--- config.mk ---
export PLATFORM = sky130hd
export DESIGN_NAME = exec_unit_flat
export DESIGN_NICKNAME = d
export VERILOG_FILES = /design/src/rtl/exec_unit_pkg.sv /design/src/rtl/exec_unit_if.sv /design/src/rtl/exec_unit_iter_muldiv.sv /design/src/rtl/exec_unit.sv /design/src/flat_wrapper.sv
export SDC_FILE = /design/constraint.sdc
export NUM_CORES = 1
export LEC_CHECK = 0
export BUFFER_PORTS_ARGS = -buffer_cell sky130_fd_sc_hd__buf_2
export CAP_MARGIN = 10
export CORE_AREA = 2 2 140 142
export DETAILED_ROUTE_END_ITERATION = 8
export DIE_AREA = 0 0 142 144
export PLACE_DENSITY = 0.9
export SYNTH_ARGS = -nofsm -noshare
export SYNTH_HDL_FRONTEND = slang
export SYNTH_SLANG_ARGS = --single-unit
export TNS_END_PERCENT = 10
--- constraint.sdc ---
create_clock -name clk -period 5.5 [get_ports clk]
set_input_delay 0.825 -clock clk [delete_from_list [all_inputs] [get_ports clk]]
set_output_delay 0.825 -clock clk [all_outputs]
set_load 0.02 [all_outputs]
--- src/rtl/exec_unit_pkg.sv ---
// Shared definitions for the execute stage: widths (also used by the
// register file), opcode values, FSM state encodings and a decode helper.
package exec_unit_pkg;

    localparam int REG_ADDR = 3;
    localparam int REG_SIZE = 16;
    localparam int OP_WIDTH = 4;

    typedef enum logic [OP_WIDTH-1:0] {
        OP_ADD = 4'd0,
        OP_SUB = 4'd1,
        OP_AND = 4'd2,
        OP_OR  = 4'd3,
        OP_XOR = 4'd4,
        OP_SHL = 4'd5,
        OP_SHR = 4'd6,
        OP_MOV = 4'd7,
        OP_MUL = 4'd8,
        OP_DIV = 4'd9,
        OP_MOD = 4'd10
    } opcode_t;

    typedef enum logic [1:0] {
        ST_IDLE = 2'd0,
        ST_ITER = 2'd1,
        ST_WB   = 2'd2
    } state_t;

    // MUL always iterates; DIV/MOD iterate only with a non-zero divisor,
    // otherwise their fixed divide-by-zero result is written back directly.
    function automatic logic is_iterative(input logic [OP_WIDTH-1:0] op,
                                          input logic [REG_SIZE-1:0] b);
        return (op == OP_MUL) || (((op == OP_DIV) || (op == OP_MOD)) && (b != '0));
    endfunction

endpackage

--- src/rtl/exec_unit_if.sv ---
// Issue/write-back bundle between the register file side and the execute stage.
interface exec_unit_if;
    import exec_unit_pkg::*;

    logic                start;
    logic [OP_WIDTH-1:0] opcode;
    logic [REG_ADDR-1:0] destIn;
    logic [REG_SIZE-1:0] opA;
    logic [REG_SIZE-1:0] opB;
    logic                busy;
    logic                writeEn;
    logic [REG_ADDR-1:0] dest;
    logic [REG_SIZE-1:0] writeVal;
    logic                carry;
    logic                zero;
    logic                divZero;
    logic                illegal;

    modport master (
        output start, opcode, destIn, opA, opB,
        input  busy, writeEn, dest, writeVal, carry, zero, divZero, illegal
    );

    modport slave (
        input  start, opcode, destIn, opA, opB,
        output busy, writeEn, dest, writeVal, carry, zero, divZero, illegal
    );
endinterface

--- src/rtl/exec_unit_iter_muldiv.sv ---
// Iterative multiplier / restoring divider sharing one {hi, lo} register pair.
// MUL: {hi, lo} ends as the full product. DIV: lo = quotient, hi = remainder.
module iter_muldiv
    import exec_unit_pkg::*;
(
    input  logic                clk,
    input  logic                rst,
    input  logic                go,
    input  logic                mode,   // 0 = multiply, 1 = divide
    input  logic [REG_SIZE-1:0] a,
    input  logic [REG_SIZE-1:0] b,
    output logic                done,
    output logic [REG_SIZE-1:0] lo,
    output logic [REG_SIZE-1:0] hi
);
    localparam int CW = $clog2(REG_SIZE);
    localparam logic [CW-1:0] LAST = CW'(REG_SIZE - 1);

    logic [REG_SIZE-1:0] lo_reg, hi_reg, b_reg;
    logic [CW-1:0]       count_reg;
    logic                run_reg, mode_reg;

    logic [REG_SIZE:0]   mul_sum;
    logic [REG_SIZE:0]   div_shift;
    logic [REG_SIZE-1:0] div_rem;
    logic                div_fits;

    // Shift-add step: add the multiplicand when the multiplier LSB is set,
    // then shift the whole accumulator right one place.
    assign mul_sum   = {1'b0, hi_reg} + (lo_reg[0] ? {1'b0, b_reg} : '0);
    // Restoring step: shift the next dividend bit into the remainder and
    // subtract the divisor only if it fits.
    assign div_shift = {hi_reg, lo_reg[REG_SIZE-1]};
    assign div_fits  = (div_shift >= {1'b0, b_reg});
    assign div_rem   = div_shift[REG_SIZE-1:0] - b_reg;

    assign done = run_reg && (count_reg == LAST);
    assign lo   = lo_reg;
    assign hi   = hi_reg;

    // Load operands on go, then perform one step per cycle for REG_SIZE cycles.
    always_ff @(posedge clk or negedge rst) begin
        if (!rst) begin
            lo_reg    <= '0;
            hi_reg    <= '0;
            b_reg     <= '0;
            count_reg <= '0;
            run_reg   <= 1'b0;
            mode_reg  <= 1'b0;
        end else if (go) begin
            lo_reg    <= a;
            hi_reg    <= '0;
            b_reg     <= b;
            count_reg <= '0;
            run_reg   <= 1'b1;
            mode_reg  <= mode;
        end else if (run_reg) begin
            if (mode_reg) begin
                hi_reg <= div_fits ? div_rem : div_shift[REG_SIZE-1:0];
                lo_reg <= {lo_reg[REG_SIZE-2:0], div_fits};
            end else begin
                hi_reg <= mul_sum[REG_SIZE:1];
                lo_reg <= {mul_sum[0], lo_reg[REG_SIZE-1:1]};
            end
            count_reg <= count_reg + 1'b1;
            if (count_reg == LAST) begin
                run_reg <= 1'b0;
            end
        end
    end
endmodule

--- src/rtl/exec_unit.sv ---
// Execute stage: issue FSM, single-cycle ALU and registered write-back into
// the register file. MUL/DIV/MOD are delegated to iter_muldiv.
module exec_unit
    import exec_unit_pkg::*;
(
    input  logic       clk,
    input  logic       rst,
    exec_unit_if.slave bus
);
    state_t              state_reg, state_next;
    opcode_t             op_reg;
    logic [REG_ADDR-1:0] dest_in_reg;
    logic [REG_SIZE-1:0] a_reg, b_reg;

    logic                write_en_reg, carry_reg, zero_reg, div_zero_reg, illegal_reg;
    logic [REG_ADDR-1:0] dest_reg;
    logic [REG_SIZE-1:0] write_val_reg;

    logic                issue, illegal_op, iter_go, iter_done;
    logic [REG_SIZE-1:0] iter_lo, iter_hi;
    logic [REG_SIZE:0]   add_full, sub_full;
    logic [REG_SIZE-1:0] wb_val;
    logic                wb_carry, wb_div_zero;

    assign issue      = (state_reg == ST_IDLE) && bus.start;
    assign illegal_op = (bus.opcode > OP_MOD);

    iter_muldiv u_iter (
        .clk  (clk),
        .rst  (rst),
        .go   (iter_go),
        .mode (bus.opcode != OP_MUL),
        .a    (bus.opA),
        .b    (bus.opB),
        .done (iter_done),
        .lo   (iter_lo),
        .hi   (iter_hi)
    );

    // FSM state register
    always_ff @(posedge clk or negedge rst) begin
        if (!rst) state_reg <= ST_IDLE;
        else      state_reg <= state_next;
    end

    // Next-state decode; illegal opcodes never leave IDLE
    always_comb begin
        state_next = state_reg;
        iter_go    = 1'b0;
        case (state_reg)
            ST_IDLE: begin
                if (bus.start && !illegal_op) begin
                    if (is_iterative(bus.opcode, bus.opB)) begin
                        state_next = ST_ITER;
                        iter_go    = 1'b1;
                    end else begin
                        state_next = ST_WB;
                    end
                end
            end
            ST_ITER: if (iter_done) state_next = ST_WB;
            ST_WB:   state_next = ST_IDLE;
            default: state_next = ST_IDLE;
        endcase
    end

    // Capture the issued operation; later start requests cannot disturb it
    always_ff @(posedge clk or negedge rst) begin
        if (!rst) begin
            op_reg      <= OP_ADD;
            dest_in_reg <= '0;
            a_reg       <= '0;
            b_reg       <= '0;
        end else if (issue && !illegal_op) begin
            op_reg      <= opcode_t'(bus.opcode);
            dest_in_reg <= bus.destIn;
            a_reg       <= bus.opA;
            b_reg       <= bus.opB;
        end
    end

    assign add_full    = {1'b0, a_reg} + {1'b0, b_reg};
    assign sub_full    = {1'b0, a_reg} - {1'b0, b_reg};
    assign wb_div_zero = ((op_reg == OP_DIV) || (op_reg == OP_MOD)) && (b_reg == '0);

    // Result and carry selection for the write-back cycle
    always_comb begin
        wb_val   = '0;
        wb_carry = 1'b0;
        case (op_reg)
            OP_ADD: {wb_carry, wb_val} = add_full;
            OP_SUB: {wb_carry, wb_val} = sub_full;
            OP_AND: wb_val = a_reg & b_reg;
            OP_OR:  wb_val = a_reg | b_reg;
            OP_XOR: wb_val = a_reg ^ b_reg;
            OP_SHL: wb_val = a_reg << b_reg[3:0];
            OP_SHR: wb_val = a_reg >> b_reg[3:0];
            OP_MOV: wb_val = b_reg;
            OP_MUL: begin
                wb_val   = iter_lo;
                wb_carry = (iter_hi != '0);
            end
            OP_DIV: wb_val = wb_div_zero ? '1 : iter_lo;
            OP_MOD: wb_val = wb_div_zero ? a_reg : iter_hi;
            default: wb_val = '0;
        endcase
    end

    // Registered write-back strobe, data and flags; held between write-backs
    always_ff @(posedge clk or negedge rst) begin
        if (!rst) begin
            write_en_reg  <= 1'b0;
            illegal_reg   <= 1'b0;
            dest_reg      <= '0;
            write_val_reg <= '0;
            carry_reg     <= 1'b0;
            zero_reg      <= 1'b0;
            div_zero_reg  <= 1'b0;
        end else begin
            write_en_reg <= (state_reg == ST_WB);
            illegal_reg  <= issue && illegal_op;
            if (state_reg == ST_WB) begin
                dest_reg      <= dest_in_reg;
                write_val_reg <= wb_val;
                carry_reg     <= wb_carry;
                zero_reg      <= (wb_val == '0);
                div_zero_reg  <= wb_div_zero;
            end
        end
    end

    assign bus.busy     = (state_reg != ST_IDLE);
    assign bus.writeEn  = write_en_reg;
    assign bus.dest     = dest_reg;
    assign bus.writeVal = write_val_reg;
    assign bus.carry    = carry_reg;
    assign bus.zero     = zero_reg;
    assign bus.divZero  = div_zero_reg;
    assign bus.illegal  = illegal_reg;
endmodule

--- src/flat_wrapper.sv ---
// flat-port wrapper written by rule: the top's interface ports become plain ports
module exec_unit_flat import exec_unit_pkg::*;
  (clk, rst, bus_start, bus_opcode, bus_destIn, bus_opA, bus_opB, bus_busy, bus_writeEn, bus_dest, bus_writeVal, bus_carry, bus_zero, bus_divZero, bus_illegal);
  exec_unit_if bus_i ();
  input  logic clk;
  input  logic rst;
  input wire logic [$bits(bus_i.start)-1:0] bus_start;
  input wire logic [$bits(bus_i.opcode)-1:0] bus_opcode;
  input wire logic [$bits(bus_i.destIn)-1:0] bus_destIn;
  input wire logic [$bits(bus_i.opA)-1:0] bus_opA;
  input wire logic [$bits(bus_i.opB)-1:0] bus_opB;
  output wire logic [$bits(bus_i.busy)-1:0] bus_busy;
  output wire logic [$bits(bus_i.writeEn)-1:0] bus_writeEn;
  output wire logic [$bits(bus_i.dest)-1:0] bus_dest;
  output wire logic [$bits(bus_i.writeVal)-1:0] bus_writeVal;
  output wire logic [$bits(bus_i.carry)-1:0] bus_carry;
  output wire logic [$bits(bus_i.zero)-1:0] bus_zero;
  output wire logic [$bits(bus_i.divZero)-1:0] bus_divZero;
  output wire logic [$bits(bus_i.illegal)-1:0] bus_illegal;
  assign bus_i.start = bus_start;
  assign bus_i.opcode = bus_opcode;
  assign bus_i.destIn = bus_destIn;
  assign bus_i.opA = bus_opA;
  assign bus_i.opB = bus_opB;
  assign bus_busy = bus_i.busy;
  assign bus_writeEn = bus_i.writeEn;
  assign bus_dest = bus_i.dest;
  assign bus_writeVal = bus_i.writeVal;
  assign bus_carry = bus_i.carry;
  assign bus_zero = bus_i.zero;
  assign bus_divZero = bus_i.divZero;
  assign bus_illegal = bus_i.illegal;
  exec_unit u_core (.clk(clk), .rst(rst), .bus(bus_i));
endmodule
==> results.sh, run 1 <==
export IMPL_synthesis_area_sq_um=11220
export IMPL_io_buffers=66
export IMPL_avgViaCountPerCell=7.018
export IMPL_post_cts_buffers=0
export IMPL_yosysTopAreaCell="dfrtp_1"
export IMPL_path_buf_inv=1
export IMPL_nets=1549
export IMPL_fin_crit_ps=4261
export IMPL_dieWidth_microns=142
export IMPL_finalCritPeriodShare_pct=77.47
export IMPL_cts_htree_levels=4
export IMPL_async_flop_share_pct=100.0
export IMPL_synth_edf_count=0
export IMPL_cts_resized=0
export IMPL_max_slew_margin_pct=32.81
export IMPL_die_area_sq_um=20450
export IMPL_grt_ovfl_total=0
export IMPL_gp_congestion=1.128
export IMPL_tns_ps=0
export IMPL_cp_max_fo=11
export IMPL_syn_area_per_cell_sq_um=8.021
export IMPL_drt_iter0_drc=1635
export IMPL_crit_family="compound AO/OA/AOI/OAI gates"
export IMPL_max_stage_delay_ps=870
export IMPL_syn_inst=1399
export IMPL_synth_ff_latch_count=119
export IMPL_drt_total_wl_mm=41.89
export IMPL_syn_nets=1529
export IMPL_rsz0062_at_grt="no"
export IMPL_dp_hpwl_mm=31.27
export IMPL_cts_root_buffer="clkbuf_16"
export IMPL_maxCapViolations=0
export IMPL_area_growth_pct=9.845
export IMPL_skew_ps=10.89
export IMPL_clockBufferDepth=2
export IMPL_clk_latency_ps=430
export IMPL_io_pins=67
export IMPL_yosysSeqAreaShare_pct=26.54
export IMPL_via_count=11720
export IMPL_start_util_pct=58.82
export IMPL_tightest_slew_ps=982.4
export IMPL_crit_required_ps=5780
export IMPL_drive_above_1_share_pct=13.20
export IMPL_ys_top_cells_by_count="nand2_1, o21ai_0, dfrtp_1"
export IMPL_grtUsageTotal_pct=41.16
export IMPL_worstSetupStartpointType="flip-flop"
export IMPL_grt_max_degree=68
export IMPL_status="completed"
export IMPL_final_hold_violation_count=0
export IMPL_dieHeight_microns=144
export IMPL_grt_pass1_wl_mm=63.90
export IMPL_post_drt_wl_per_cell_microns=25.09
export IMPL_post_synth_top_count_cell="nand2_1"
export IMPL_path_cells="inv_1 -> ha_1 -> nor2b_1 -> a2111oi_0 -> o2111ai_1 -> o311ai_0 -> o22ai_1 -> o41ai_1 -> a2bb2oi_1 -> o22a_1 -> o21ai_0"
export IMPL_worstPathArrival_ps=4540
export IMPL_synth_ff_type="dfrtp_1"
export IMPL_slew_viol_final=0
export IMPL_rows=51
export IMPL_cp_slowest_cell="a2111oi_0"
export IMPL_drc=0
export IMPL_cts_num_sinks=119
export IMPL_synth_warning_count=0
export IMPL_fmax_ghz=0.2347
export IMPL_cts_tree="built"
export IMPL_hold_class="input port to async pin"
export IMPL_rrSetupSlack_ps=1240
export IMPL_clk_pin_slew_ps=70
export IMPL_cts_buffers=17
export IMPL_antenna_cells=0
export IMPL_ys_types=84
export IMPL_grt_pass1_vias=10950
export IMPL_antenna_found_initial=0
export IMPL_coreArea_sq_um=19080
export IMPL_yosys_area_top_type_share_pct=26.54
export IMPL_hold_buffers=0
export IMPL_drtPass1Iterations=9
export IMPL_setup_viol=0
export IMPL_cp_end_kind="flip-flop"
export IMPL_synth_area_leaders="dfrtp_1, ha_1, o21ai_0"
export IMPL_ant_nets=0
export IMPL_crit_type="flip-flop to flip-flop"
-- metrics by stage --
step | hold slack, ps | worst slack [ps] | util (%) | instances | instance area (sq um)
after floorplan | 434.8 | 1501 | - | 1399 | 11220
after global placement | 444.7 | 1474 | 61.26 | 1638 | 11690
after detailed placement | 458.4 | 1402 | 61.26 | 1638 | 11690
after CTS | 470.0 | 1366 | 64.61 | 1670 | 12330
after global routing | 499.7 | 1070 | 64.61 | 1670 | 12330
final | 442.1 | 1239 | 64.61 | 1670 | 12330
-- cells by family after synthesis --
kind of cell	count (synthesis)	share of synthesized area, %
AO/OA/AOI/OAI	431	24.51
XOR/XNOR	31	2.419
adder cells (fa/ha/maj)	89	10.17
buffers and inverters	175	6.099
flip-flops	119	26.54
multiplexers	78	9.711
AND/OR/NAND/NOR	476	20.56
-- cell usage in the layout (no fill, tap or decap), types with 28 or more instances in the layout --
| cell | netlist | routed |
|---|---|---|
| inv_1 | 84 | 84 |
| nor3_1 | 35 | 35 |
| mux2i_1 | 29 | 29 |
| a21oi_1 | 91 | 91 |
| o21ai_0 | 148 | 148 |
| and2_1 | 29 | 28 |
| buf_2 | 14 | 65 |
| dfrtp_1 | 119 | 117 |
| nor2_1 | 111 | 111 |
| ha_1 | 84 | 84 |
| nand2_1 | 165 | 165 |
-- layout make-up --
cell class                 count  area (sq um)
clock inverter                15         214.0
inverter                      86         322.8
clock buffer                  17         425.4
multi-input combinational   1105          7574
timing repair buffer          90         513.0
tap                          238         297.8
fill                        1598          6753
sequential                   119          2980
-- path summary, 6_finish.rpt --
path                                              endpoint  depth (start not counted)          startpoint
max in group asynchronous                  u_core.b_reg[0]                          2                 rst
min in group clk                        u_core.bus.dest[2]                          2  u_core.bus.dest[2]
worst max register to register     u_core.bus.writeVal[15]                         11     u_core.a_reg[4]
worst min-delay path            u_core.u_iter.count_reg[0]                          1                 rst
worst max-delay path               u_core.bus.writeVal[15]                         11     u_core.a_reg[4]
worst min register to register          u_core.bus.dest[2]                          2  u_core.bus.dest[2]
-- metal layers --
metal / routed length [microns] / track usage [%] / part of all wire, %
met1: 15630 / 53.09 / 37
met2: 18330 / 63.39 / 44
met3: 4623 / 7.947 / 11
met4: 3313 / 26.89 / 7.9
met5: 0 / 0 / 0
Power of run 1 is not shown: default switching activity piles up to over one toggle a cycle in this logic, so the estimate is an artifact.
==> run 2, diff against run 1 <==
- ABC_AREA: not set -> 1
- CORE_AREA: 2 2 140 142 -> 2 2 146 148
- DIE_AREA: 0 0 142 144 -> 0 0 148 150
- PLACE_DENSITY: 0.9 -> 0.89
- clock period: 5.5 -> 3.7 ns (I/O delays scaled with it)
==> run 2 against run 1 <==
Critical path depth is 2 higher. Non-clock buffer count is 3 higher. Critical path type unchanged. Sequential share of layout area is 0.84 points lower. Global-route usage is 1.1 points lower. Synthesized area is 3.1% higher. Die area is 8.6% higher.
==> results.sh, run 2 <==
export IMPL_status="completed"
export IMPL_synthesis_area_sq_um=11570
export IMPL_via_count=12890
export IMPL_r2r_cells=13
export IMPL_post_cts_buffers=0
export IMPL_rrSetupSlack_ps=710
export IMPL_drive_above_1_share_pct=7.918
export IMPL_final_common_cell="nand2_1"
export IMPL_worstSetupStartpointType="flip-flop"
export IMPL_crit_type="flip-flop to flip-flop"
export IMPL_cts_htree_levels=4
export IMPL_grt_pass1_wl_mm=68.12
export IMPL_finalCritPeriodShare_pct=80.93
export IMPL_post_drt_wl_per_cell_microns=19.45
export IMPL_syn_inst=1888
export IMPL_crit_required_ps=3980
export IMPL_dp_hpwl_mm=34.26
export IMPL_area_growth_pct=10.31
export IMPL_layout_common_cells="nand2_1, inv_1, nand3_1"
export IMPL_avgViaCountPerCell=5.805
export IMPL_syn_area_per_cell_sq_um=6.127
export IMPL_io_pins=67
export IMPL_slew_viol_final=0
export IMPL_synth_ff_latch_count=119
export IMPL_die_area_sq_um=22200
export IMPL_antenna_found_initial=1
export IMPL_cts_tree="built"
export IMPL_gp_congestion=1.121
export IMPL_tightest_slew_ps=1011
export IMPL_ys_top_cells_by_count="nand2_1, inv_1, nand3_1"
export IMPL_synth_warning_count=0
export IMPL_grt_pass1_vias=12100
export IMPL_cts_root_buffer="clkbuf_16"
export IMPL_max_slew_margin_pct=32.50
export IMPL_fmax_ghz=0.3339
export IMPL_grt_ovfl_total=0
export IMPL_final_hold_violation_count=0
export IMPL_ys_types=47
export IMPL_grt_max_degree=64
export IMPL_ant_nets=0
export IMPL_post_synth_top_count_cell="nand2_1"
export IMPL_cp_end_kind="flip-flop"
export IMPL_clk_pin_slew_ps=80
export IMPL_hold_buffers=0
export IMPL_cts_buffers=17
export IMPL_cts_num_sinks=119
export IMPL_dieWidth_microns=148
export IMPL_antenna_cells=0
export IMPL_yosysTopAreaCell="dfrtp_1"
export IMPL_synth_ff_type="dfrtp_1"
export IMPL_io_buffers=66
export IMPL_yosysSeqAreaShare_pct=25.74
export IMPL_nets=2062
export IMPL_maxCapViolations=0
export IMPL_synth_area_leaders="dfrtp_1, nand2_1, ha_1"
export IMPL_cp_max_fo=8
export IMPL_synth_edf_count=0
export IMPL_drc=0
export IMPL_grtUsageTotal_pct=40.01
export IMPL_hold_class="input port to async pin"
export IMPL_cts_resized=0
export IMPL_async_flop_share_pct=100.0
export IMPL_drt_total_wl_mm=43.18
export IMPL_clk_latency_ps=430
export IMPL_yosys_area_top_type_share_pct=25.74
export IMPL_start_util_pct=55.91
export IMPL_drt_iter0_drc=1540
export IMPL_tns_ps=0
export IMPL_setup_viol=0
export IMPL_r2r_end="u_core.u_iter.hi[6]"
export IMPL_coreArea_sq_um=20690
export IMPL_worstPathArrival_ps=3280
export IMPL_fin_crit_ps=2995
export IMPL_drtPass1Iterations=6
export IMPL_skew_ps=12.34
export IMPL_dieHeight_microns=150
export IMPL_rsz0062_at_grt="no"
export IMPL_r2r_start="u_core.u_iter.lo[15]"
export IMPL_syn_nets=2018
export IMPL_clockBufferDepth=2
export IMPL_rows=53
## run 2: per-layer routing
layer / wire, microns / GRT usage [%]
met1: 17260 / 51.43
met2: 19550 / 63.70
met3: 3567 / 7.256
met4: 2793 / 22.33
met5: 16 / 0
## run 2: per-stage QoR
step	hold slack (ps)	util, %	area (sq um)	cells	setup slack [ps]
final	204.2	61.67	12760	2220	705.4
after global routing	287.0	61.67	12760	2220	300.2
after CTS	233.2	61.67	12760	2220	794.2
after detailed placement	453.0	58.74	12150	2188	807.1
after global placement	449.1	58.74	12150	2188	837.1
after floorplan	259.4	-	11570	1888	1276
## run 2: worst max-delay path by stage
stage                                     from             endpoint  slack [ps]  cells past startpoint
final                     u_core.u_iter.lo[15]  u_core.u_iter.hi[6]         710                     13
after global routing           u_core.b_reg[0]      u_core.bus.zero         300                     18
after CTS                      u_core.b_reg[0]      u_core.bus.zero         790                     18
after detailed placement       u_core.b_reg[0]      u_core.bus.zero         810                     18
after global placement         u_core.a_reg[6]      u_core.bus.zero         840                     17
after floorplan                u_core.b_reg[2]      u_core.bus.zero        1280                     17
## run 2: final cells by class
class	count	area, sq um
fillers	2051	7930
inverters	243	912.1
multi-input cells	1458	7372
flip-flops and latches	119	2978
repair buffers	93	548.0
clock buffers	17	425.4
well taps	275	344.1
clock inverters	15	180.2
## run 2: logic make-up after synthesis
family	after synthesis	synth area share, %
buffers and inverters	311	10.52
xor gates and xnor gates	17	1.287
and+or+nand+nor	1061	38.52
AOI/OAI and AO/OA	292	14.15
adders and majority gates	88	9.778
DFF	119	25.74
## run 2: critical path: stages (launching register included)
cell and delay [ps]:
dfrtp_1 510, inv_1 210, ha_1 340, nand3_1 70, nor3_1 280, nand2_1 170, a21oi_1 170, nor3_1 80
nand2_1 170, nand2_1 240, inv_1 320, nand2_1 90, nand3b_1 110, o21ai_0 100
Power of run 2 is left out for the same reason.
